<file path="src/rtl/commutator_delay_pkg.sv">
// -----------------------------------------------------------------------------
// commutator_delay_pkg
// Shared constants for the streaming radix-2 FFT datapath.
//   FFT_W           default data width per lane
//   FFT_LOG2N       log2 of the FFT size
//   STAGE_DEPTH_LOG commutator DEPTH_LOG for each stage, first stage first
//                   (log2N-1 down to 0)
//   stage_depth_log helper returning the DEPTH_LOG for a given stage index
// -----------------------------------------------------------------------------
package commutator_delay_pkg;

  localparam int FFT_W     = 8;
  localparam int FFT_LOG2N = 4;

  // Stage s delays by 2**(FFT_LOG2N-1-s) samples.
  localparam int STAGE_DEPTH_LOG [FFT_LOG2N] = '{3, 2, 1, 0};

  // Legal DEPTH_LOG values for the commutator are 0..10.
  localparam int DEPTH_LOG_MAX = 10;

  function automatic int stage_depth_log(input int stage);
    return FFT_LOG2N - 1 - stage;
  endfunction

endpackage

</file>
<file path="src/rtl/commutator_delay_delay_line.sv">
// -----------------------------------------------------------------------------
// delay_line
// Clock-enabled shift register of DEPTH entries, W bits each. Also used for
// the lane-y delay after cross_switch.
//   clk   in  1  clock, posedge
//   rst   in  1  synchronous reset, active-high; clears every entry
//   ce    in  1  clock enable; ce=0 freezes every entry
//   din   in  W  data shifted in on each enabled edge
//   dout  out W  oldest entry (din from DEPTH enabled edges ago)
// -----------------------------------------------------------------------------
module delay_line
  import commutator_delay_pkg::*;
#(
  parameter int W     = FFT_W + 1,
  parameter int DEPTH = 8
) (
  input  logic         clk,
  input  logic         rst,
  input  logic         ce,
  input  logic [W-1:0] din,
  output logic [W-1:0] dout
);

  logic [W-1:0] line_q [DEPTH];
  logic [W-1:0] line_d [DEPTH];

  always_comb begin
    line_d = line_q;
    if (ce) begin
      line_d[0] = din;
      for (int i = 1; i < DEPTH; i++) begin
        line_d[i] = line_q[i-1];
      end
    end
  end

  always_ff @(posedge clk) begin
    if (rst) begin
      for (int i = 0; i < DEPTH; i++) begin
        line_q[i] <= '0;
      end
    end else begin
      line_q <= line_d;
    end
  end

  assign dout = line_q[DEPTH-1];

endmodule

</file>
<file path="src/rtl/commutator_delay.sv">
// -----------------------------------------------------------------------------
// commutator_delay
// Input half of a radix-2 delay-commutator. Lane a is delayed by D=2**DEPTH_LOG
// enabled cycles plus an output register, lane b passes through one register,
// and a straight control is produced for cross_switch: 1 for D valid lane-b
// samples, 0 for the next D, repeating.
//   CLK        in   1      clock, posedge
//   RST        in   1      synchronous reset, active-high (beats ce and sclr)
//   ce         in   1      clock enable; ce=0 freezes every register
//   sclr       in   1      frame restart, honoured only when ce=1
//   valid_a/a  in   1/width lane a sample
//   valid_b/b  in   1/width lane b sample
//   valid_a_o/a_o out 1/width lane a, latency D+1 enabled cycles
//   valid_b_o/b_o out 1/width lane b, latency 1 enabled cycle
//   straight   out  1      switch control aligned with b_o (1 = a->x, b->y)
// DEPTH_LOG legal range is 0..10.
// -----------------------------------------------------------------------------
module commutator_delay
  import commutator_delay_pkg::*;
#(
  parameter int width     = FFT_W,
  parameter int DEPTH_LOG = 3
) (
  input  logic             CLK,
  input  logic             RST,
  input  logic             ce,
  input  logic             sclr,
  input  logic             valid_a,
  input  logic [width-1:0] a,
  input  logic             valid_b,
  input  logic [width-1:0] b,
  output logic             valid_a_o,
  output logic [width-1:0] a_o,
  output logic             valid_b_o,
  output logic [width-1:0] b_o,
  output logic             straight
);

  localparam int D  = 1 << DEPTH_LOG;
  localparam int CW = DEPTH_LOG + 1;
  localparam int LW = width + 1;

  // Lane a: valid bit travels with its data so gaps keep their slot.
  logic [LW-1:0] line_out;
  logic [LW-1:0] a_out_q, a_out_d;

  delay_line #(
    .W    (LW),
    .DEPTH(D)
  ) u_line_a (
    .clk (CLK),
    .rst (RST),
    .ce  (ce),
    .din ({valid_a, a}),
    .dout(line_out)
  );

  // Lane b register.
  logic [LW-1:0] b_out_q, b_out_d;

  // Phase counter: wraps 2D-1 -> 0 via natural CW-bit overflow.
  logic [CW-1:0] cnt_q, cnt_d;
  logic          straight_q, straight_d;

  always_comb begin
    a_out_d    = a_out_q;
    b_out_d    = b_out_q;
    cnt_d      = cnt_q;
    straight_d = straight_q;
    if (ce) begin
      a_out_d = line_out;
      b_out_d = {valid_b, b};
      if (sclr) begin
        // Restart the frame; a valid sample on this cycle is phase 0.
        cnt_d      = valid_b ? CW'(1) : '0;
        straight_d = 1'b1;
      end else if (valid_b) begin
        // First half of each 2D period (MSB clear) is straight.
        straight_d = ~cnt_q[DEPTH_LOG];
        cnt_d      = cnt_q + CW'(1);
      end
    end
  end

  always_ff @(posedge CLK) begin
    if (RST) begin
      a_out_q    <= '0;
      b_out_q    <= '0;
      cnt_q      <= '0;
      straight_q <= 1'b0;
    end else begin
      a_out_q    <= a_out_d;
      b_out_q    <= b_out_d;
      cnt_q      <= cnt_d;
      straight_q <= straight_d;
    end
  end

  assign valid_a_o = a_out_q[LW-1];
  assign a_o       = a_out_q[width-1:0];
  assign valid_b_o = b_out_q[LW-1];
  assign b_o       = b_out_q[width-1:0];
  assign straight  = straight_q;

endmodule

</file>
<file path="config.mk">
export PLATFORM = sky130hd
export DESIGN_NAME = commutator_delay
export DESIGN_NICKNAME = d
export VERILOG_FILES = /design/src/rtl/commutator_delay_pkg.sv /design/src/rtl/commutator_delay_delay_line.sv /design/src/rtl/commutator_delay.sv
export SDC_FILE = /design/constraint.sdc
export NUM_CORES = 1
export LEC_CHECK = 0
export ABC_CLOCK_PERIOD_IN_PS = 2200
export BUFFER_PORTS_ARGS = -buffer_cell sky130_fd_sc_hd__buf_2
export CORE_MARGIN = 3
export CORE_UTILIZATION = 61
export DETAILED_ROUTE_END_ITERATION = 8
export HOLD_SLACK_MARGIN = 0.05
export MAX_ROUTING_LAYER = met4
export PLACE_DENSITY = 0.81
export SLEW_MARGIN = 40
export SYNTH_ARGS = -nofsm -noshare
export SYNTH_HDL_FRONTEND = slang
export SYNTH_SLANG_ARGS = --single-unit
</file>
<file path="constraint.sdc">
create_clock -name CLK -period 2.2 [get_ports CLK]
set_input_delay 0.22 -clock CLK [delete_from_list [all_inputs] [get_ports CLK]]
set_output_delay 0.22 -clock CLK [all_outputs]
set_load 0.02 [all_outputs]
</file>
==> metrics.yaml <==
clock_tree:
  hold_buffers: 0
  cts_setup_buffers: 0
  clockBufferDepth: 2
  h-tree-depth: 3
  clock-sinks: 95
  clock_latency_ps: 340
  root_buffer: "clkbuf_8"
  path_clk_slew_ps: 80
  cts_tree: "built"
  cts-buffers-inserted: 9
  cts_resized: 0
synthesis:
  synth_area_sq_mm: 0.00339
  ys_ff_latch: 95
  synth_area_per_cell_sq_um: 10.7
  syn_nets: 340
  synth.distinct_cells: 18
  synthCells: 317
  ys_warn_count: 0
  seq_area_frac_synth: 0.561
route:
  detail_route.first_pass.iterations: 4
  vias: 2162
  vias_per_cell: 5.10
  drc_errors: 0
  ant_nets: 0
  routed-wl-met3_um: 186
  met1_length_um: 2540
  drt-initial-drc-count: 130
  routed_wl_um: 5180
  top_layer_used: "met4"
  met2RoutedLength_um: 2340
  wl_per_cell_um: 12.2
timing:
  rsz0062_at_grt: "no"
  setup_viol: 0
  drv_slew: 0
  post-route-min-period_ps: 1150
  clock_skew_ps: 6.15
  slew_headroom: 0.727
  fin_tns_setup_ps: 0
  post-route-period-util: 0.522
  clock.fmax_ghz: 0.871
  hold_viol_final: 0
  worst_slew_pin_slew_ps: 410
placement:
  portBuffers: 40
  hpwl_um: 3220
  gp_congestion: 0.735
worst_setup_path:
  timing.rr.start: "cnt_q[0]$_SDFFE_PP0P_"
  start_kind: "register"
  critical-path-max-stage-delay_ps: 400
  crit_required_ps: 1980
  crit_family: "flip-flops"
  path_depth: 1
  worstPathCellList: "buf_2"
  r2r-end: "cnt_q[3]$_SDFFE_PP0P_"
  path_class: "reg -> out"
  ff2ff_path_depth: 3
  reg2reg_slack_ps: 1060
  crit_path_end_kind: "output pin"
  cp-endpoint: "a_o[5]"
  crit_arrival_ps: 930
  critPathLaunch: "a_out_q[5]$_SDFFE_PP0P_"
  cp_max_fo: 2
  cp_slowest_cell: "dfxtp_1"
  crit_buf_inv: 1
power_and_ir_drop:
  peakVddDrop_mv: 0.532
  p_total_w: 0.00302
  power_leakage_nw: 1.77
  power.density_mw_per_mm2: 796
job:
  maxCapViolations: 0
final_layout:
  final_common_cell: "dfxtp_1"
  diodes: 0
  seq_area_sq_mm: 0.00190
  multiInputGateArea_sq_mm: 0.00137
  nNetsFinal: 372
  mostFrequentLayoutCells: "dfxtp_1 (95), nor2_1 (92), mux2i_1 (90)"
  area_growth_syn_to_layout_pct: 11.9
  fill_cells: 388
  drive_gt1_frac: 0.164
floorplanning:
  fp-row-count: 26
  die_h_um: 80.6
  core_area_sq_mm: 0.00524
  floorplan.initialDensity: 0.647
  die_w_um: 80.6
  ioPinCount: 41
  die-area_sq_mm: 0.00649
grt:
  grt-ovfl-total: 0
  grt_max_degree: 96
  antenna_found_initial: 0
  grt_pass1_vias: 2081
  grt_usage: 0.181
  grt_pass1_wl_um: 8980
hold_path:
  hp-class: "in -> reg"
status:
  status: "finished clean"
[cell usage after synthesis]
library cell / instances / area share
nand4_1: 1 / 0.0018
a41oi_1: 1 / 0.0026
o21ai_0: 3 / 0.0044
nor2_1: 92 / 0.10
nor2b_1: 2 / 0.0037
buf_2: 3 / 0.0044
inv_2: 1 / 0.0011
or4_1: 1 / 0.0022
ha_1: 1 / 0.0037
buf_4: 9 / 0.020
a311oi_1: 1 / 0.0026
mux2i_1: 90 / 0.27
a21oi_1: 3 / 0.0044
clkbuf_1: 10 / 0.011
nand4b_1: 1 / 0.0026
a32oi_1: 2 / 0.0052
dfxtp_1: 95 / 0.56
nand2b_1: 1 / 0.0018
[sequential cells by signal, indices dropped and copies added, names as in the netlist]
signal / cells
u_line_a.line_q: 63
a_out_q: 9
b_out_q: 9
u_line_a.dout: 9
cnt_q: 4
straight: 1
[logic make-up (layout without fill, tap and decap cells)]
logic type	Yosys count	in the layout	share of synthesized area
AND/OR/NAND/NOR	98	98	0.114
flip-flops	95	95	0.561
multiplexers	90	90	0.266
buffers and inverters	23	60	0.0365
AO/OA/AOI/OAI	10	10	0.0192
adder cells (fa/ha/maj)	1	1	0.00369
[per-stage QoR]
step           hold slack (ps)  utilization  setup slack (ps)  std cells  area [sq um]
2_1_floorplan              367            -              1180        317          3390
5_1_grt                    102        0.725               994        424          3790
6_report                   107        0.725              1050        424          3790
3_3_place_gp               452        0.689               813        408          3610
4_1_cts                   96.5        0.725              1050        424          3790
3_5_place_dp               464        0.689               791        408          3610
[where the power goes]
| part | switching (W) | total [W] | internal (W) |
|---|---|---|---|
| sequential | 0.0000172 | 0.00177 | 0.00175 |
| clock | 0.000550 | 0.00106 | 0.000506 |
| combinational | 0.000112 | 0.000198 | 0.0000859 |
[cell type report]
class	instances	share of cell area
clock buffers	14	0.0455
clock inverters	2	0.00363
flip-flops and latches	95	0.501
well taps	70	0.0231
multi-input cells	199	0.360
inverters	1	0.000989
repair buffers	43	0.0659
[worst min-delay path by stage]
stage / start / end / slack (ps) / cells after the start
finish: b[1] / b_out_q[1]$_SDFFE_PP0P_ / 110 / 3
global route: b[1] / b_out_q[1]$_SDFFE_PP0P_ / 100 / 3
CTS: b[1] / b_out_q[1]$_SDFFE_PP0P_ / 100 / 3
detailed placement: b[1] / b_out_q[1]$_SDFFE_PP0P_ / 460 / 3
global placement: b[2] / b_out_q[2]$_SDFFE_PP0P_ / 450 / 3
floorplan: a[0] / u_line_a.line_q[63]$_SDFFE_PP0P_ / 370 / 2
[metal layers]
layer  up-vias  global-route usage
met5         -                   -
met2        32               0.271
met3        12              0.0415
met4         0              0.0912
met1       992               0.230
li1       1126                   -
No activity file was read; power rests on OpenSTA's default activity.
